## src/rtl/rr_arb_2x1_4_pkg.sv

```systemverilog
// Shared constants and types for the round-robin 2:1 arbiter and its mux datapath.
// Select encodings match the mux: 0 passes source 0, 1 passes source 1.
package rr_arb_2x1_4_pkg;

  localparam int   DATA_W  = 4;
  localparam logic SEL_IN0 = 1'b0;
  localparam logic SEL_IN1 = 1'b1;

  // A grant is only meaningful when vld is set; src names the winning source.
  typedef struct packed {
    logic vld;
    logic src;
  } grant_t;

endpackage

```

## src/rtl/rr_arb_2x1_4_mux.sv

```systemverilog
// 4-bit 2:1 multiplexer used as the arbiter datapath.
// Purely combinational.
module mux_2x1_4
  import rr_arb_2x1_4_pkg::*;
(
  input  logic [DATA_W-1:0] in0_i,
  input  logic [DATA_W-1:0] in1_i,
  input  logic              sel_i,
  output logic [DATA_W-1:0] y_o
);

  assign y_o = (sel_i == SEL_IN1) ? in1_i : in0_i;

endmodule

```

## src/rtl/rr_arb_2x1_4.sv

```systemverilog
// Round-robin arbiter between two 4-bit valid/ready sources feeding a
// single-entry registered output stage, with saturating per-source beat counters.
module rr_arb_2x1_4
  import rr_arb_2x1_4_pkg::*;
#(
  parameter int CNT_W = 8
) (
  input  logic              clk,
  input  logic              rst_n,
  input  logic [DATA_W-1:0] in0_data,
  input  logic              in0_valid,
  output logic              in0_ready,
  input  logic [DATA_W-1:0] in1_data,
  input  logic              in1_valid,
  output logic              in1_ready,
  output logic [DATA_W-1:0] out_data,
  output logic              out_valid,
  input  logic              out_ready,
  output logic              out_src,
  output logic [CNT_W-1:0]  cnt0,
  output logic [CNT_W-1:0]  cnt1
);

  function automatic logic [CNT_W-1:0] sat_inc(input logic [CNT_W-1:0] v);
    return (&v) ? v : v + 1'b1;
  endfunction

  logic              out_valid_q, out_valid_d;
  logic [DATA_W-1:0] out_data_q,  out_data_d;
  logic              out_src_q,   out_src_d;
  logic              last_grant_q, last_grant_d;
  logic [CNT_W-1:0]  cnt0_q, cnt0_d;
  logic [CNT_W-1:0]  cnt1_q, cnt1_d;

  logic              load_en;
  grant_t            gnt;
  logic              sel;
  logic [DATA_W-1:0] mux_y;

  assign load_en = !out_valid_q || out_ready;

  // Readys are held low while reset is asserted, even though the slot is empty.
  always_comb begin
    gnt = '0;
    if (rst_n && load_en) begin
      if (in0_valid && in1_valid) begin
        gnt.vld = 1'b1;
        gnt.src = ~last_grant_q;
      end else if (in0_valid) begin
        gnt.vld = 1'b1;
        gnt.src = SEL_IN0;
      end else if (in1_valid) begin
        gnt.vld = 1'b1;
        gnt.src = SEL_IN1;
      end
    end
  end

  assign sel       = gnt.vld ? gnt.src : last_grant_q;
  assign in0_ready = gnt.vld && (gnt.src == SEL_IN0);
  assign in1_ready = gnt.vld && (gnt.src == SEL_IN1);

  mux_2x1_4 u_mux (
    .in0_i (in0_data),
    .in1_i (in1_data),
    .sel_i (sel),
    .y_o   (mux_y)
  );

  always_comb begin
    out_valid_d  = out_valid_q;
    out_data_d   = out_data_q;
    out_src_d    = out_src_q;
    last_grant_d = last_grant_q;
    cnt0_d       = cnt0_q;
    cnt1_d       = cnt1_q;
    if (gnt.vld) begin
      out_valid_d  = 1'b1;
      out_data_d   = mux_y;
      out_src_d    = gnt.src;
      last_grant_d = gnt.src;
      if (gnt.src == SEL_IN0) cnt0_d = sat_inc(cnt0_q);
      else                    cnt1_d = sat_inc(cnt1_q);
    end else if (out_valid_q && out_ready) begin
      out_valid_d = 1'b0;
    end
  end

  // last_grant resets to 1 so source 0 wins the first contention.
  always_ff @(posedge clk or negedge rst_n) begin
    if (!rst_n) begin
      out_valid_q  <= 1'b0;
      out_data_q   <= '0;
      out_src_q    <= 1'b0;
      last_grant_q <= 1'b1;
      cnt0_q       <= '0;
      cnt1_q       <= '0;
    end else begin
      out_valid_q  <= out_valid_d;
      out_data_q   <= out_data_d;
      out_src_q    <= out_src_d;
      last_grant_q <= last_grant_d;
      cnt0_q       <= cnt0_d;
      cnt1_q       <= cnt1_d;
    end
  end

  assign out_valid = out_valid_q;
  assign out_data  = out_data_q;
  assign out_src   = out_src_q;
  assign cnt0      = cnt0_q;
  assign cnt1      = cnt1_q;

endmodule

```

## config.mk

```make
export PLATFORM = sky130hd
export DESIGN_NAME = rr_arb_2x1_4
export DESIGN_NICKNAME = d
export VERILOG_FILES = /design/src/rtl/rr_arb_2x1_4_pkg.sv /design/src/rtl/rr_arb_2x1_4_mux.sv /design/src/rtl/rr_arb_2x1_4.sv
export SDC_FILE = /design/constraint.sdc
export NUM_CORES = 1
export LEC_CHECK = 0
export BUFFER_PORTS_ARGS = -buffer_cell sky130_fd_sc_hd__buf_2
export CORE_MARGIN = 2
export CORE_UTILIZATION = 40
export CTS_BUF_LIST = sky130_fd_sc_hd__clkbuf_4 sky130_fd_sc_hd__clkbuf_8 sky130_fd_sc_hd__clkbuf_16
export CTS_CLUSTER_SIZE = 10
export DETAILED_ROUTE_END_ITERATION = 8
export PLACE_DENSITY_LB_ADDON = 0.08
export RECOVER_POWER = 50
export SYNTH_ARGS = -nofsm -noshare
export SYNTH_HDL_FRONTEND = slang
export SYNTH_SLANG_ARGS = --single-unit
```

## constraint.sdc

```tcl
create_clock -name clk -period 3 [get_ports clk]
set_clock_uncertainty 0.2 [all_clocks]
set_input_delay 0.9 -clock clk [delete_from_list [all_inputs] [get_ports clk]]
set_output_delay 0.9 -clock clk [all_outputs]
set_load 0.05 [all_outputs]
```

Yosys cells after proc, flatten, opt, wreduce, memory -nomap -nowiden --
Cells that the tools add are included.
Operators by class: add/subtract/negate cells 2, muxes and demuxes 8, bitwise logic cells 4, reductions and logical operators 12
Operators by type and width (number):
- 8-bit by 1-bit adder with 8-bit output (second input constant) | 2
- 8-bit AND reduction | 2
- 2-bit two-way mux | 4
- 3-bit AND reduction | 2
- 1-bit logical AND | 5
- 4-bit two-way mux | 1
- 1-bit NOT | 4
- 1-bit two-way mux | 3
- 2-bit nonzero test | 1
- 1-bit zero test | 1
- 1-bit logical OR | 1
Storage, ports and cells: register bits 23, output and inout port bits 24

Longest topological paths before layout --
word-level depth 6, depth in mapped cells 6, gate-level depth less buffers 5

Hierarchy --
Synthesis repeated with hierarchy kept, for this count alone.
Unflattened totals: cells, all modules 99, area total of the unflattened synthesis 1153.6 µm²
By module, submodules not included:
- rr_arb_2x1_4 | instances 1, cells each 95, area an instance 1108.6 µm², sequential area each 576.8 µm²
- mux_2x1_4 | instances 1, cells each 4, area an instance 45.0 µm², sequential area each 0.0 µm²

Worst setup path before layout --
No wires, ideal clock.
path kind input port to output port, start in out_ready, end out in1_ready, data arrival time 1661 ps, required time 1900 ps, slack 239 ps, stages on the path 4, buffers on the path 1, cell sequence nand2b_4 nand4_4 buf_6 inv_1
Between the ends: cells in the longest elaborated chain, start to end 4
RTL lines:
- start: declaration | RTL line rr_arb_2x1_4.sv:18 | input logic out_ready,
- 1-bit logical OR | RTL line rr_arb_2x1_4.sv:40 | assign load_en = !out_valid_q || out_ready;
- 1-bit logical AND | RTL line rr_arb_2x1_4.sv:45 | if (rst_n && load_en) begin
- 2-bit two-way mux | RTL line rr_arb_2x1_4.sv:45
- 1-bit logical AND | RTL line rr_arb_2x1_4.sv:61 | assign in1_ready = gnt.vld && (gnt.src == SEL_IN1);
- end: declaration | RTL line rr_arb_2x1_4.sv:15 | output logic in1_ready,
No other way between the ends.

Worst setup path in the final report --
start in out_ready, end out in0_ready
Between the ends: cells in the longest elaborated chain, start to end 5
RTL lines:
- 1-bit logical OR * | RTL line rr_arb_2x1_4.sv:40
- 1-bit logical AND * | RTL line rr_arb_2x1_4.sv:45
- 2-bit two-way mux * | RTL line rr_arb_2x1_4.sv:45
- 1-bit NOT (no line)
- 1-bit logical AND * | RTL line rr_arb_2x1_4.sv:60 | assign in0_ready = gnt.vld && (gnt.src == SEL_IN0);
- end: declaration | RTL line rr_arb_2x1_4.sv:12 | output logic in0_ready,
Every way passes the cells marked *; elsewhere a longest branch is shown, timed or not.

==> impl_metrics.xml <==
<?xml version="1.0" encoding="UTF-8"?>
<metrics>
  <group name="floorplanning">
    <metric name="dieWidth" unit="µm">57.8</metric>
    <metric name="num_io_pins" unit="">37</metric>
    <metric name="die_y" unit="µm">57.8</metric>
    <metric name="design.core.area" unit="µm²">2760</metric>
    <metric name="placement_rows" unit="">19</metric>
    <metric name="initial_core_util" unit="%">42.0</metric>
    <metric name="die-area" unit="µm²">3340</metric>
  </group>
  <group name="routing">
    <metric name="routedLengthMet1" unit="mm">1.13</metric>
    <metric name="via_per_inst" unit="">5.12</metric>
    <metric name="antenna_left" unit="">0</metric>
    <metric name="detailroute.wirelength.met2" unit="µm">992</metric>
    <metric name="met3_wirelength" unit="µm">128</metric>
    <metric name="routed_wirelength" unit="mm">2.27</metric>
    <metric name="drt_iter0_markers" unit="">30</metric>
    <metric name="wire_per_inst" unit="µm">12.9</metric>
    <metric name="route.top_layer_used" unit="">met4</metric>
    <metric name="drtPass1Iterations" unit="">4</metric>
    <metric name="vias" unit="">901</metric>
    <metric name="remaining_drc_errors" unit="">0</metric>
  </group>
  <group name="sta">
    <metric name="timing.max_slew.rel_slack" unit="%">17.4</metric>
    <metric name="final-hold-violation-count" unit="">0</metric>
    <metric name="rsz_0062_raised_after_global_routing" unit="">no</metric>
    <metric name="final_period_minus_worst_setup_slack" unit="ns">2.74</metric>
    <metric name="final-setup-viol-count" unit="">0</metric>
    <metric name="tightestPinTransition" unit="ns">1.24</metric>
    <metric name="fin_max_slew_vios" unit="">0</metric>
    <metric name="fin_tns_setup" unit="ns">0</metric>
    <metric name="fraction_of_the_cycle_the_final_worst_path_needs" unit="%">91.5</metric>
    <metric name="max_clock_freq" unit="GHz">0.364</metric>
    <metric name="whs" unit="ns">0.176</metric>
  </group>
  <group name="flow_run">
    <metric name="cap_violations" unit="">0</metric>
  </group>
  <group name="logic_synthesis">
    <metric name="yosys_register_bits" unit="">23</metric>
    <metric name="syn-instance-count" unit="">104</metric>
    <metric name="synth_sequential_area_ratio" unit="%">49.8</metric>
    <metric name="synth.distinct_cells" unit="">28</metric>
    <metric name="post_synth_most_frequent_cells" unit="">dfrtp_1 (22), nand2_1 (16), mux2_2 (8)</metric>
    <metric name="yosys.area.top_type" unit="">dfrtp_1</metric>
    <metric name="synth-edff-count" unit="">0</metric>
    <metric name="syn_avg_cell_area" unit="µm²">11.1</metric>
    <metric name="async_reset_ff_share" unit="%">100</metric>
    <metric name="postSynthNetCount" unit="">119</metric>
    <metric name="yosysTopAreaCellShare" unit="%">47.5</metric>
    <metric name="synth_area" unit="µm²">1160</metric>
    <metric name="yosysMostFrequentCell" unit="">dfrtp_1</metric>
    <metric name="synth_area_leaders" unit="">dfrtp_1 (48%), mux2_2 (7.8%), xor2_1 (5.3%), nand2_1 (5.2%), mux2i_1 (3.5%)</metric>
    <metric name="ys_warn_count" unit="">0</metric>
    <metric name="synth_flop_cell" unit="">dfrtp_1</metric>
  </group>
  <group name="clock_network">
    <metric name="cts_htree_levels" unit="">1</metric>
    <metric name="cts_resized" unit="">0</metric>
    <metric name="cts.root.buffer_cell" unit="">clkbuf_4</metric>
    <metric name="cts_hold_buffers" unit="">0</metric>
    <metric name="numCtsBuffers" unit="">3</metric>
    <metric name="cts.clk_slew.worst_paths" unit="ns">0.13</metric>
    <metric name="tritoncts" unit="">built</metric>
    <metric name="cts_num_sinks" unit="">23</metric>
    <metric name="cts_setup_buffers" unit="">0</metric>
    <metric name="cts_buffer_depth" unit="">2</metric>
    <metric name="insertion_delay" unit="ns">0.30</metric>
  </group>
  <group name="final_layout">
    <metric name="area.growth.synth_to_final" unit="%">17.8</metric>
    <metric name="final_core_utilization" unit="%">49.5</metric>
    <metric name="insertedDiodeCount" unit="">0</metric>
    <metric name="fill_cells" unit="">273</metric>
    <metric name="post_route_cells_drive_above_1_share" unit="%">35.9</metric>
    <metric name="num-nets-final" unit="">161</metric>
  </group>
  <group name="placed_design">
    <metric name="port_buffers" unit="">36</metric>
    <metric name="global_placement_routability_congestion" unit="">0.750</metric>
    <metric name="hpwl" unit="mm">1.68</metric>
  </group>
  <group name="critical_path">
    <metric name="critical_path_required" unit="ns">1.90</metric>
    <metric name="critical_path_class" unit="">in2out</metric>
    <metric name="worstSetupStartpointType" unit="">primary input</metric>
    <metric name="worstPathMaxFanout" unit="">5</metric>
    <metric name="reg2reg_setup_slack" unit="ns">0.98</metric>
    <metric name="critical_path_arrival" unit="ns">1.64</metric>
    <metric name="reg2reg_to" unit="">cnt1[1]</metric>
    <metric name="cp-end-kind" unit="">output pin</metric>
    <metric name="r2r.worst_path.cells" unit="">5</metric>
  </group>
  <group name="run_status">
    <metric name="run_status" unit="">completed</metric>
  </group>
  <group name="global_routing">
    <metric name="gr-usage-all-layers" unit="%">14.7</metric>
    <metric name="via_count_of_the_first_global_routing_pass" unit="">838</metric>
    <metric name="grt_remaining_overflow" unit="">0</metric>
    <metric name="grt_start_max_net_pins" unit="">23</metric>
    <metric name="number_of_antenna_violations_at_the_first_check_in_global_routing" unit="">0</metric>
    <metric name="grt_first_pass_wirelength" unit="mm">3.74</metric>
  </group>
  <group name="power">
    <metric name="max-vdd-ir-drop" unit="mV">0.555</metric>
    <metric name="cellLeakagePower" unit="nW">0.710</metric>
    <metric name="power_density" unit="nW/µm²">920</metric>
  </group>
  <group name="min_path">
    <metric name="holdCritPathClass" unit="">in2async</metric>
  </group>
</metrics>
per-layer routing:
layer | track usage, % | vias to the layer above
met5 | 0 | -
met4 | 5.98 | 0
met3 | 3.35 | 2
met2 | 21.8 | 23
met1 | 20.7 | 427
li1 | - | 449
per-stage QoR:
stage / std cells / area, µm² / total power (W) / setup WS [ns]
after floorplan: 104 / 1160 / 0.000970 / 0.239
after global placement: 172 / 1390 / 0.00111 / 0.231
after detailed placement: 172 / 1390 / 0.00113 / 0.227
after CTS: 176 / 1420 / 0.00128 / 0.227
after global routing: 176 / 1370 / 0.00134 / 0.176
final: 176 / 1370 / 0.00126 / 0.255
cell families after synthesis:
| logic type | after synthesis | synth area share (%) |
|---|---|---|
| flip-flops | 23 | 49.8 |
| multiplexers | 12 | 11.2 |
| buffers and inverters | 5 | 2.27 |
| AND/OR/NAND/NOR | 45 | 24.4 |
| adder cells (fa/ha/maj) | 2 | 2.16 |
| AO/OA/AOI/OAI | 10 | 4.86 |
| XOR/XNOR | 7 | 5.29 |
sequential cells by signal, summed over array words and instances (netlist names), named ones only:
register / cells
out_data: 4
cnt0: 8
out_src: 1
cnt1: 8
out_valid: 1
cell type report:
cell class / instances / area, µm² / share of cell area, %
sequential: 23 / 577 / 42.3
timing repair buffer: 39 / 191 / 14.0
clock buffer: 4 / 30.0 / 2.20
tap: 31 / 38.8 / 2.84
multi-input combinational: 76 / 517 / 37.9
inverter: 3 / 11.3 / 0.825
how the worst max path moves through the flow:
stage | from | to | slack (ns) | cells after the start
6_report | out_ready | in0_ready | 0.26 | 5
4_1_cts | out_ready | in0_ready | 0.23 | 5
2_1_floorplan | out_ready | in1_ready | 0.24 | 4
3_3_place_gp | out_ready | in0_ready | 0.23 | 5
5_1_grt | out_ready | in1_ready | 0.18 | 5
3_5_place_dp | out_ready | in0_ready | 0.23 | 5
power by group:
part	internal (W)	total, W	switching (W)
registers	0.000400	0.000512	0.000112
clock network	0.0000608	0.000149	0.0000885
logic	0.000156	0.000595	0.000440
total	0.000617	0.00126	0.000640
cells in the final DEF, fill, tap and decap left out, drive strengths merged:
cell type / n
a21oi: 1
o21ai: 6
and4: 1
nor3: 5
nor4: 1
a21boi: 1
nor2: 3
mux2i: 4
dfstp: 1
xor2: 7
buf: 36
nand2b: 4
clkbuf: 7
dfrtp: 22
nor2b: 1
nand4: 7
ha: 2
and3: 1
a31oi: 1
inv: 3
o211ai: 1
nor4b: 1
mux2: 8
nand2: 16
nand3: 5
worst max-delay path, stage by stage:
cell and delay, ns:
buf_2 0.08, nand2b_4 0.12, nand4_1 0.11, inv_1 0.15, buf_2 0.29
Note: power is estimated with default switching activity, not from simulation.
